--- src/rtl/bound_flasher_gen.sv ---
//------------------------------------------------------------------------------
// bound_flasher_gen
//
// Purpose:
//   Lamp-bar flasher. A counter c holds the number of lit lamps, and the bar
//   fills from the LSB upward. After a flick request in IDLE, the counter walks
//   through six phases:
//     UP1 0->B1, DOWN1 B1->0, UP2 0->B2, DOWN2 B2->B1, UP3 B1->N, DOWN3 N->0
//   On reaching each target the counter dwells for one tick, then the next
//   phase starts. A flick while the counter sits on a bound in UP2 or UP3
//   kicks the sequence back to an earlier down phase.
//
// Parameters:
//   N  : number of LEDs
//   B1 : first bound / low kickback point
//   B2 : second bound / high kickback point
//   The parameters must satisfy 0 < B1 < B2 < N.
//
// Ports:
//   clk   in   1     rising-edge clock
//   rst   in   1     synchronous active-high reset
//   tick  in   1     one-cycle step enable; nothing advances without it
//   flick in   1     active-high flick request (debounced)
//   led   out  N     lamp bar, led[i] = (i < c)
//   max   out  CW    upper bound of the current phase
//   min   out  CW    lower bound of the current phase
//   phase out  3     current FSM state code
//   busy  out  1     high whenever phase != IDLE
//------------------------------------------------------------------------------
module bound_flasher_gen #(
   parameter  int N  = 16,
   parameter  int B1 = 5,
   parameter  int B2 = 10,
   localparam int CW = $clog2(N + 1)
) (
   input  logic          clk,
   input  logic          rst,
   input  logic          tick,
   input  logic          flick,
   output logic [N-1:0]  led,
   output logic [CW-1:0] max,
   output logic [CW-1:0] min,
   output logic [2:0]    phase,
   output logic          busy
);

   typedef enum logic [2:0] {
      ST_IDLE  = 3'd0,
      ST_UP1   = 3'd1,
      ST_DOWN1 = 3'd2,
      ST_UP2   = 3'd3,
      ST_DOWN2 = 3'd4,
      ST_UP3   = 3'd5,
      ST_DOWN3 = 3'd6
   } state_t;

   localparam logic [CW-1:0] C_ZERO = '0;
   localparam logic [CW-1:0] C_ONE  = CW'(1);
   localparam logic [CW-1:0] C_B1   = CW'(B1);
   localparam logic [CW-1:0] C_B2   = CW'(B2);
   localparam logic [CW-1:0] C_N    = CW'(N);

   state_t         r_state;
   logic [CW-1:0]  r_c;
   logic [N-1:0]   r_led;
   logic [CW-1:0]  r_max;
   logic [CW-1:0]  r_min;
   logic           r_busy;

   state_t         w_state_nxt;
   logic [CW-1:0]  w_c_nxt;
   logic [N-1:0]   w_led_nxt;
   logic [CW-1:0]  w_max_nxt;
   logic [CW-1:0]  w_min_nxt;
   logic           w_busy_nxt;
   logic [N-1:0]   w_ones;

   assign w_ones = '1;

   //---------------------------------------------------------------------------
   // State / counter register. The outputs are registered from the *next*
   // values, so they always agree with the state and counter in the same cycle.
   //---------------------------------------------------------------------------
   always_ff @(posedge clk) begin
      if (rst) begin
         r_state <= ST_IDLE;
         r_c     <= '0;
         r_led   <= '0;
         r_max   <= '0;
         r_min   <= '0;
         r_busy  <= 1'b0;
      end else begin
         r_state <= w_state_nxt;
         r_c     <= w_c_nxt;
         r_led   <= w_led_nxt;
         r_max   <= w_max_nxt;
         r_min   <= w_min_nxt;
         r_busy  <= w_busy_nxt;
      end
   end

   //---------------------------------------------------------------------------
   // Next-state / counter logic.
   // Bound tests use >= (up) and <= (down) rather than ==. In reachable states
   // this gives the same result, and it guarantees the counter can never step
   // past a target and wrap.
   //---------------------------------------------------------------------------
   always_comb begin
      w_state_nxt = r_state;
      w_c_nxt     = r_c;

      case (r_state)
         ST_IDLE: begin
            if (tick) begin
               w_c_nxt = C_ZERO;
               if (flick) begin
                  w_state_nxt = ST_UP1;
               end
            end
         end

         ST_UP1: begin
            if (tick) begin
               if (r_c >= C_B1) begin
                  w_state_nxt = ST_DOWN1;
               end else begin
                  w_c_nxt = r_c + C_ONE;
               end
            end
         end

         ST_DOWN1: begin
            if (tick) begin
               if (r_c == C_ZERO) begin
                  w_state_nxt = ST_UP2;
               end else begin
                  w_c_nxt = r_c - C_ONE;
               end
            end
         end

         ST_UP2: begin
            if (tick) begin
               // The kickback is tested first so that it overrides the dwell at B2.
               if (flick && ((r_c == C_B1) || (r_c == C_B2))) begin
                  w_state_nxt = ST_DOWN1;
               end else if (r_c >= C_B2) begin
                  w_state_nxt = ST_DOWN2;
               end else begin
                  w_c_nxt = r_c + C_ONE;
               end
            end
         end

         ST_DOWN2: begin
            if (tick) begin
               if (r_c <= C_B1) begin
                  w_state_nxt = ST_UP3;
               end else begin
                  w_c_nxt = r_c - C_ONE;
               end
            end
         end

         ST_UP3: begin
            if (tick) begin
               if (flick && (r_c == C_B2)) begin
                  w_state_nxt = ST_DOWN2;
               end else if (r_c >= C_N) begin
                  w_state_nxt = ST_DOWN3;
               end else begin
                  w_c_nxt = r_c + C_ONE;
               end
            end
         end

         ST_DOWN3: begin
            if (tick) begin
               if (r_c == C_ZERO) begin
                  w_state_nxt = ST_IDLE;
               end else begin
                  w_c_nxt = r_c - C_ONE;
               end
            end
         end

         // The unused code 7 recovers to IDLE on the next edge, even without a tick.
         default: begin
            w_state_nxt = ST_IDLE;
            w_c_nxt     = C_ZERO;
         end
      endcase
   end

   //---------------------------------------------------------------------------
   // Output decode from the next state / counter.
   //---------------------------------------------------------------------------
   always_comb begin
      w_max_nxt = C_ZERO;
      w_min_nxt = C_ZERO;

      case (w_state_nxt)
         ST_UP1, ST_DOWN1: begin
            w_max_nxt = C_B1;
         end
         ST_UP2: begin
            w_max_nxt = C_B2;
         end
         ST_DOWN2: begin
            w_max_nxt = C_B2;
            w_min_nxt = C_B1;
         end
         ST_UP3: begin
            w_max_nxt = C_N;
            w_min_nxt = C_B1;
         end
         ST_DOWN3: begin
            w_max_nxt = C_N;
         end
         default: begin
            w_max_nxt = C_ZERO;
            w_min_nxt = C_ZERO;
         end
      endcase

      // Shifting ones out from the bottom leaves exactly c low bits lit after
      // the inversion. A shift by c = N clears every bit, so the bar is full.
      w_led_nxt  = ~(w_ones << w_c_nxt);
      w_busy_nxt = (w_state_nxt != ST_IDLE);
   end

   assign led   = r_led;
   assign max   = r_max;
   assign min   = r_min;
   assign phase = r_state;
   assign busy  = r_busy;

endmodule

--- config.mk ---
export PLATFORM = sky130hd
export DESIGN_NAME = bound_flasher_gen
export DESIGN_NICKNAME = d
export VERILOG_FILES = /design/src/rtl/bound_flasher_gen.sv
export SDC_FILE = /design/constraint.sdc
export NUM_CORES = 1
export LEC_CHECK = 0
export ABC_AREA = 0
export BUFFER_PORTS_ARGS = -buffer_cell sky130_fd_sc_hd__buf_2
export CAP_MARGIN = 30
export CORE_MARGIN = 1
export CORE_UTILIZATION = 55
export CTS_CLUSTER_SIZE = 8
export DETAILED_ROUTE_END_ITERATION = 16
export PLACE_DENSITY = 0.79
export REMOVE_ABC_BUFFERS = 1
export SYNTH_ARGS = -nofsm -noshare
export SYNTH_HDL_FRONTEND = slang
export SYNTH_SLANG_ARGS = --single-unit
export TNS_END_PERCENT = 30
--- constraint.sdc ---
create_clock -name clk -period 3.55 [get_ports clk]
set_input_delay 0.1775 -clock clk [delete_from_list [all_inputs] [get_ports clk]]
set_output_delay 0.1775 -clock clk [all_outputs]
set_load 0.005 [all_outputs]
==> impl_metrics.prom, run 1 <==
# TYPE chip_impl_metric gauge
chip_impl_metric{name="grt_antenna_before_repair",unit=""} 0
chip_impl_metric{name="total_power",unit="W"} 0.000582
chip_impl_metric{name="placement.io_buffers",unit=""} 30
chip_impl_info{name="synth_top_family_by_area",value="simple AND/OR/NAND/NOR gates"} 1
chip_impl_metric{name="finalHoldViolations",unit=""} 0
chip_impl_metric{name="grt_max_degree",unit=""} 22
chip_impl_metric{name="globalplace.congestion",unit=""} 0.948
chip_impl_metric{name="post_drt_wl_per_cell",unit="um"} 14.6
chip_impl_metric{name="cts_hold_bufs",unit=""} 0
chip_impl_info{name="yosys.cell_count.top_type",value="dfxtp_1"} 1
chip_impl_metric{name="area_share_of_and_or_nand_nor_cells_after_synthesis",unit=""} 0.303
chip_impl_info{name="cp_cell_sequence",value="inv_1, ha_1, o31ai_1, nand2_1, and2_1, o41ai_1, nand2_1, nor2_1, a21oi_1"} 1
chip_impl_metric{name="total_leakage_power",unit="nW"} 0.830
chip_impl_metric{name="io-pin-count",unit=""} 34
chip_impl_metric{name="final-setup-viol-count",unit=""} 0
chip_impl_metric{name="numClockSinks",unit=""} 28
chip_impl_metric{name="finish.net_count",unit=""} 256
chip_impl_metric{name="finalClockSkew",unit="ns"} 0.0124
chip_impl_metric{name="htree_num_levels",unit=""} 1
chip_impl_info{name="critical_path.most_common_cell",value="nand2_1"} 1
chip_impl_metric{name="postCtsSetupRepairBufs",unit=""} 0
chip_impl_metric{name="routed-via-count",unit=""} 1725
chip_impl_metric{name="slew_viol_final",unit=""} 0
chip_impl_metric{name="antenna_cells",unit=""} 0
chip_impl_metric{name="final_period_minus_worst_setup_slack",unit="ns"} 2.68
chip_impl_metric{name="maxCapViolCount",unit=""} 0
chip_impl_metric{name="place_hpwl",unit="um"} 3180
chip_impl_metric{name="die-area",unit="mm2"} 0.00350
chip_impl_metric{name="worst-path-buf-inv",unit=""} 1
chip_impl_metric{name="dr.first_iter.drc_count",unit=""} 218
chip_impl_metric{name="detail_route.drc_violations",unit=""} 0
chip_impl_metric{name="synth.yosys.warnings",unit=""} 0
chip_impl_metric{name="synth_seq_area_share",unit=""} 0.312
chip_impl_metric{name="critPathArrivalTime",unit="ns"} 2.89
chip_impl_metric{name="cts.path.max_buffers",unit=""} 2
chip_impl_metric{name="die_height",unit="um"} 59.2
chip_impl_metric{name="slew_headroom",unit=""} 0.568
chip_impl_metric{name="post_synth_mux_area_share",unit=""} 0.00557
chip_impl_metric{name="placementRows",unit=""} 20
chip_impl_metric{name="ys_async_sr_fraction",unit=""} 0
chip_impl_metric{name="worstSkewPairLatency",unit="ns"} 0.32
chip_impl_info{name="worstHoldPathType",value="in2reg"} 1
chip_impl_metric{name="post_synth_xor_area_fraction",unit=""} 0.0195
chip_impl_metric{name="post_synth.cell_area_avg",unit="um2"} 7.85
chip_impl_info{name="synth.area.top_cells",value="dfxtp_1 (31%), a21oi_1 (6.7%), nand2_1 (4.2%)"} 1
chip_impl_info{name="post_synth_most_frequent_cells",value="dfxtp_1 (28), a21oi_1 (24), nand2_1 (20), nor2_1 (20), nand3_1 (11)"} 1
chip_impl_metric{name="proportion_of_layout_cells_with_a_drive_suffix_above_1",unit=""} 0.207
chip_impl_info{name="cp_slowest_cell",value="dfxtp_1"} 1
chip_impl_info{name="timing.critical_path.to_type",value="flop"} 1
chip_impl_metric{name="cts.clk_slew.worst_paths",unit="ns"} 0.14
chip_impl_metric{name="detail_route.vias_per_cell",unit=""} 5.95
chip_impl_info{name="worst_setup_path_type",value="reg2reg"} 1
chip_impl_metric{name="finalCritPeriodShare",unit=""} 0.754
chip_impl_metric{name="yosys.area.top_type_share",unit=""} 0.312
chip_impl_info{name="clk_root_buffer_cell",value="clkbuf_4"} 1
chip_impl_metric{name="die_x",unit="um"} 59.2
chip_impl_metric{name="ys_ff_latch",unit=""} 28
chip_impl_metric{name="areaGrowthSynthToFinish",unit="%"} 8.56
chip_impl_metric{name="grt_overflow",unit=""} 0
chip_impl_metric{name="fmax",unit="GHz"} 0.374
chip_impl_metric{name="netlist_area",unit="mm2"} 0.00180
chip_impl_info{name="crit_path_start_kind",value="flop"} 1
chip_impl_metric{name="cpPeakStageDelay",unit="ns"} 0.53
chip_impl_metric{name="antenna_violating_nets_left",unit=""} 0
chip_impl_metric{name="yosys.cell_types.count",unit=""} 57
chip_impl_metric{name="grt_use_total",unit=""} 0.258
chip_impl_metric{name="setup-tns-final",unit="ns"} 0
chip_impl_metric{name="worstPathMaxFanout",unit=""} 8
chip_impl_info{name="cts_tree",value="done"} 1
chip_impl_info{name="synth-main-ff-cell",value="dfxtp_1"} 1
chip_impl_metric{name="routed_wl",unit="um"} 4240
chip_impl_metric{name="postCtsResizedCells",unit=""} 0
chip_impl_metric{name="timing.critical_path.required",unit="ns"} 3.76
chip_impl_metric{name="power_per_cell_area",unit="mW/mm2"} 298
chip_impl_metric{name="synth_compound_gate_area_share",unit=""} 0.240
chip_impl_metric{name="yosys.area_share.adder",unit=""} 0.0348
chip_impl_metric{name="worst_slew_pin_slew",unit="ns"} 0.647
chip_impl_metric{name="initial_utilization",unit=""} 0.584
chip_impl_metric{name="synth_enable_flop_cells",unit=""} 0
chip_impl_metric{name="drt_pre_antenna_iters",unit=""} 4
chip_impl_metric{name="vdd_drop_max",unit="V"} 0.000260
chip_impl_metric{name="core_area",unit="mm2"} 0.00308
chip_impl_info{name="rsz0062_at_grt",value="no"} 1
chip_impl_metric{name="numCtsBuffers",unit=""} 3
chip_impl_metric{name="postSynthCellCount",unit=""} 229
chip_impl_metric{name="first_global_vias",unit=""} 1438
chip_impl_info{name="critical-path-top-delay-family",value="compound AO/OA/AOI/OAI gates"} 1
chip_impl_metric{name="grt_first_pass_wirelength",unit="um"} 6850
chip_impl_info{name="status",value="completed"} 1
chip_impl_info{name="synthDominantAreaCellType",value="dfxtp_1"} 1
[through the flow]
stage	utilization	instance area (um2)	setup WS, ns	instances	hold WS (ns)
2_1_floorplan	-	1690	1.24	212	0.242
3_3_place_gp	0.617	1900	1.01	286	0.550
3_5_place_dp	0.617	1900	0.890	286	0.553
4_1_cts	0.634	1950	0.880	290	0.213
5_1_grt	0.634	1950	0.618	290	0.216
6_report	0.634	1950	0.873	290	0.225
[state kept, by name, indices dropped and copies added, names as in the netlist]
register and flops:
led 15, phase 3, r_c 5, busy 1
max 3, min 1
[report_power, final]
group / internal, W / switching, W
Sequential: 0.000319 / 0.00000633
Clock: 0.000114 / 0.0000851
Combinational: 0.0000209 / 0.0000369
[per-layer routing]
| metal | track usage | vias to the layer above | wire length, um |
|---|---|---|---|
| met5 | 0 | - | 0 |
| li1 | - | 839 | - |
| met2 | 0.399 | 79 | 1970 |
| met4 | 0.0748 | 0 | 69 |
| met1 | 0.362 | 799 | 1830 |
| met3 | 0.0502 | 8 | 362 |
[final timing paths]
| check | start | end | slack (ns) | depth (start not counted) |
|---|---|---|---|---|
| setup / recovery | r_c[1]$_SDFF_PP0_ | led[0]$_SDFF_PP0_ | 0.87 | 9 |
| hold / removal | rst | r_c[1]$_SDFF_PP0_ | 0.22 | 2 |
| setup reg to reg | r_c[1]$_SDFF_PP0_ | led[0]$_SDFF_PP0_ | 0.87 | 9 |
| hold reg to reg | r_c[0]$_SDFF_PP0_ | r_c[0]$_SDFF_PP0_ | 0.78 | 2 |
[cells in the final DEF, fill, tap and decap left out, drive strengths merged, types with 2 or more instances in the layout]
master   n
a21o     2
nor2b    6
nand4b   2
buf     30
xnor2    2
and3     3
o211ai   3
inv     10
a31oi    6
and2     5
nand2   20
o21a     2
nand2b   4
nor3     8
clkbuf   3
nor4b    2
a211oi   5
nand3   12
dfxtp   28
a21oi   25
o31ai    4
or3      3
ha       5
nor2    20
conb     3
nor4     2
o21ai    8
xor2     2
or2      6
[area by class of cell]
cell class | count | area, um2
clock buffers | 3 | 22.5
clock inverters | 1 | 30.0
fillers | 287 | 1130
inverters | 10 | 37.5
multi-input cells | 174 | 1100
flip-flops and latches | 28 | 561
well taps | 44 | 55.1
repair buffers | 30 | 150
[worst reg2reg max path, cell delays in order (launching register included)]
cell	delay, ns
dfxtp_1	0.53
inv_1	0.14
ha_1	0.25
o31ai_1	0.34
nand2_1	0.20
and2_1	0.18
o41ai_1	0.38
nand2_1	0.14
nor2_1	0.29
a21oi_1	0.11
[logic make-up (layout without fill, tap and decap cells)]
kind of cell	Yosys count	after routing
buffers and inverters	29	44
xor gates and xnor gates	4	4
DFF	28	28
muxes	1	1
and+or+nand+nor	99	99
adders and majority gates	5	5
other	1	3
AOI/OAI and AO/OA	62	62
Note: power is estimated with default switching activity, not from simulation.
==> inputs of run 2 (changes only) <==
--- a/config.mk
+++ b/config.mk
@@ -5,7 +5,7 @@
 export SDC_FILE = /design/constraint.sdc
 export NUM_CORES = 1
 export LEC_CHECK = 0
-export ABC_AREA = 0
+export ABC_AREA = 1
 export BUFFER_PORTS_ARGS = -buffer_cell sky130_fd_sc_hd__buf_2
 export CAP_MARGIN = 30
 export CORE_MARGIN = 1
==> constraint.sdc (replaced) <==
create_clock -name clk -period 2.8 [get_ports clk]
set_input_delay 0.14 -clock clk [delete_from_list [all_inputs] [get_ports clk]]
set_output_delay 0.14 -clock clk [all_outputs]
set_load 0.005 [all_outputs]
==> impl_metrics.prom, run 2 <==
# TYPE chip_impl_metric gauge
chip_impl_info{name="status",value="completed"} 1
chip_impl_metric{name="worst_slew_pin_slew",unit="ns"} 0.571
chip_impl_info{name="synth-main-ff-cell",value="dfxtp_1"} 1
chip_impl_metric{name="hold-path-cell-count",unit=""} 2
chip_impl_metric{name="finalCritPeriodShare",unit=""} 0.901
chip_impl_metric{name="dr.first_iter.drc_count",unit=""} 122
chip_impl_metric{name="finish.net_count",unit=""} 314
chip_impl_info{name="worst_setup_path_type",value="reg2reg"} 1
chip_impl_metric{name="proportion_of_layout_cells_with_a_drive_suffix_above_1",unit=""} 0.188
chip_impl_metric{name="grt_use_total",unit=""} 0.261
chip_impl_metric{name="postCtsSetupRepairBufs",unit=""} 0
chip_impl_metric{name="yosys.cell_types.count",unit=""} 32
chip_impl_metric{name="cts.clk_slew.worst_paths",unit="ns"} 0.14
chip_impl_metric{name="timing.critical_path.required",unit="ns"} 3.02
chip_impl_metric{name="postSynthCellCount",unit=""} 281
chip_impl_metric{name="placement.io_buffers",unit=""} 30
chip_impl_metric{name="yosys.area.top_type_share",unit=""} 0.307
chip_impl_metric{name="io-pin-count",unit=""} 34
chip_impl_metric{name="placementRows",unit=""} 20
chip_impl_metric{name="synth.yosys.warnings",unit=""} 0
chip_impl_metric{name="worstPathMaxFanout",unit=""} 11
chip_impl_metric{name="cts_hold_bufs",unit=""} 0
chip_impl_metric{name="fillerInstances",unit=""} 319
chip_impl_metric{name="setup-tns-final",unit="ns"} 0
chip_impl_metric{name="maxCapViolCount",unit=""} 0
chip_impl_metric{name="grt_max_degree",unit=""} 29
chip_impl_metric{name="grt_antenna_before_repair",unit=""} 0
chip_impl_metric{name="first_global_vias",unit=""} 1621
chip_impl_info{name="timing.hold.worst.start",value="rst"} 1
chip_impl_metric{name="reg2reg_depth",unit=""} 14
chip_impl_metric{name="grt_overflow",unit=""} 0
chip_impl_info{name="post_synth_most_frequent_cells",value="nand2_1 (83), nand3_1 (29), dfxtp_1 (28)"} 1
chip_impl_info{name="worstHoldPathType",value="in2reg"} 1
chip_impl_info{name="worstHoldEndpoint",value="r_c[3]$_SDFF_PP0_"} 1
chip_impl_metric{name="post_drt_wl_per_cell",unit="um"} 12.3
chip_impl_info{name="worstReg2RegStart",value="r_c[0]$_SDFF_PP0_"} 1
chip_impl_metric{name="vdd_drop_max",unit="V"} 0.000406
chip_impl_metric{name="initial_utilization",unit=""} 0.587
chip_impl_metric{name="setup_ws",unit="ns"} 0.278
chip_impl_metric{name="post_place_cell_area",unit="mm2"} 0.00195
chip_impl_info{name="leading_cell_type_in_the_layout_fill_and_taps_excluded",value="nand2_1"} 1
chip_impl_metric{name="numCtsBuffers",unit=""} 3
chip_impl_metric{name="numClockSinks",unit=""} 28
chip_impl_info{name="rsz0062_at_grt",value="no"} 1
chip_impl_metric{name="critPathArrivalTime",unit="ns"} 2.74
chip_impl_info{name="crit_path_start_kind",value="flop"} 1
chip_impl_metric{name="netlist_area",unit="mm2"} 0.00182
chip_impl_metric{name="finish.instance_area",unit="mm2"} 0.00200
chip_impl_info{name="clk_root_buffer_cell",value="clkbuf_4"} 1
chip_impl_metric{name="areaGrowthSynthToFinish",unit="%"} 9.47
chip_impl_metric{name="power_per_cell_area",unit="mW/mm2"} 369
chip_impl_info{name="top_library_cells_by_usage_in_the_layout_fill_and_taps_aside",value="nand2_1 (83), buf_2 (30), nand3_1 (29)"} 1
chip_impl_metric{name="grt_first_pass_wirelength",unit="um"} 7110
chip_impl_metric{name="place_hpwl",unit="um"} 3340
chip_impl_metric{name="drt_pre_antenna_iters",unit=""} 6
chip_impl_metric{name="synth_seq_area_share",unit=""} 0.307
chip_impl_metric{name="cts.path.max_buffers",unit=""} 2
chip_impl_metric{name="slew_viol_final",unit=""} 0
chip_impl_info{name="synth.area.top_cells",value="dfxtp_1 (31%), nand2_1 (17%), nand3_1 (8.0%)"} 1
chip_impl_info{name="synthDominantAreaCellType",value="dfxtp_1"} 1
chip_impl_info{name="yosys.cell_count.top_type",value="nand2_1"} 1
chip_impl_metric{name="ys_ff_latch",unit=""} 28
chip_impl_metric{name="globalplace.congestion",unit=""} 0.994
chip_impl_metric{name="total_leakage_power",unit="nW"} 1.11
chip_impl_metric{name="antenna_violating_nets_left",unit=""} 0
chip_impl_metric{name="slew_headroom",unit=""} 0.617
chip_impl_metric{name="routed-via-count",unit=""} 1889
chip_impl_metric{name="die_x",unit="um"} 59.6
chip_impl_metric{name="routed_wl",unit="um"} 4290
chip_impl_metric{name="worstSkewPairLatency",unit="ns"} 0.32
chip_impl_metric{name="fmax",unit="GHz"} 0.397
chip_impl_metric{name="ys_async_sr_fraction",unit=""} 0
chip_impl_info{name="worstReg2RegEnd",value="led[8]$_SDFF_PP0_"} 1
chip_impl_metric{name="final_period_minus_worst_setup_slack",unit="ns"} 2.52
chip_impl_metric{name="antenna_cells",unit=""} 0
chip_impl_metric{name="synth_enable_flop_cells",unit=""} 0
chip_impl_metric{name="fin_worst_hold_slack",unit="ns"} 0.114
chip_impl_metric{name="detail_route.drc_violations",unit=""} 0
chip_impl_metric{name="largest_reg_flops",unit=""} 15
chip_impl_metric{name="detail_route.vias_per_cell",unit=""} 5.43
chip_impl_metric{name="finalClockSkew",unit="ns"} 0.00387
chip_impl_metric{name="final-setup-viol-count",unit=""} 0
chip_impl_metric{name="detailedPlace.worstSlack",unit="ns"} 0.293
chip_impl_metric{name="core_area",unit="mm2"} 0.00310
chip_impl_metric{name="rrSetupSlack",unit="ns"} 0.28
chip_impl_metric{name="die_height",unit="um"} 59.6
chip_impl_info{name="timing.critical_path.to_type",value="flop"} 1
chip_impl_metric{name="die-area",unit="mm2"} 0.00355
chip_impl_metric{name="htree_num_levels",unit=""} 1
chip_impl_info{name="cts_tree",value="done"} 1
chip_impl_metric{name="final_core_util",unit=""} 0.643
chip_impl_metric{name="post_synth.cell_area_avg",unit="um2"} 6.49
chip_impl_metric{name="finalHoldViolations",unit=""} 0
## run 2: cell types whose count changed after synthesis, moves of 6 or more
cell | previous run | this run
a21oi_1 | 24 | 10
nor3_1 | 8 | 2
inv_2 | 0 | 6
nor2b_1 | 6 | 0
inv_1 | 10 | 20
nand3_1 | 11 | 29
nand2_1 | 20 | 83
nand4_1 | 1 | 10
o21ai_0 | 4 | 12
## run 2: timing repair
action	in CTS	in global routing
endpoints found under the setup margin	0	4
gates resized for setup	0	1
hold endpoints to repair	0	0
## run 2: area by class of cell
class                      instances  area (um2)  share of cell area
clock buffer                       4        36.3              0.0182
inverter                          28         105              0.0527
multi-input combinational        212        1070               0.538
sequential                        28         561               0.281
tap                               44        55.1              0.0276
timing repair buffer              32         165              0.0828
## run 2: per-layer routing
layer | vias to the layer above | wire [um] | track usage
met4 | 0 | 87 | 0.0698
met2 | 76 | 1960 | 0.424
met5 | - | 0 | 0
met3 | 13 | 293 | 0.0437
li1 | 963 | - | -
met1 | 837 | 1950 | 0.359
## run 2: through the flow
| step | power (W) | std cells |
|---|---|---|
| finish | 0.000736 | 348 |
| global route | 0.000777 | 348 |
| CTS | 0.000738 | 348 |
| global placement | 0.000553 | 344 |
| floorplan | 0.000511 | 268 |
| detailed placement | 0.000553 | 344 |
## run 2: how the worst max path moves through the flow
stage / from / to / slack [ns]
final: r_c[0]$_SDFF_PP0_ / led[8]$_SDFF_PP0_ / 0.28
after CTS: r_c[0]$_SDFF_PP0_ / led[2]$_SDFF_PP0_ / 0.24
after detailed placement: r_c[0]$_SDFF_PP0_ / led[2]$_SDFF_PP0_ / 0.29
after global placement: r_c[0]$_SDFF_PP0_ / led[2]$_SDFF_PP0_ / 0.23
after global routing: r_c[0]$_SDFF_PP0_ / led[8]$_SDFF_PP0_ / 0.05
after floorplan: r_c[0]$_SDFF_PP0_ / led[2]$_SDFF_PP0_ / 0.68
## run 2: cell families after synthesis
kind of cell,synth area share
and+or+nand+nor,0.414
buffers and inverters,0.112
AOI/OAI and AO/OA,0.121
DFF,0.307
adders and majority gates,0.0343
xor gates and xnor gates,0.00961
other,0.00206
## run 2: worst max-delay path: stages (launching register included)
cell and delay, ns:
dfxtp_1 0.57, inv_1 0.25, ha_1 0.26, inv_1 0.05, nor2_1 0.07, nand3_4 0.16, nand3_2 0.16, nor2_1 0.21
nand2_1 0.07, nand3_1 0.08, nand2_1 0.15, nor2_2 0.15, nand2_1 0.08, nor2_1 0.10, nor2_1 0.05
## run 2: power breakdown
group | switching, W | internal (W)
logic | 0.0000870 | 0.0000416
registers | 0.00000964 | 0.000409
clock network | 0.000109 | 0.0000796
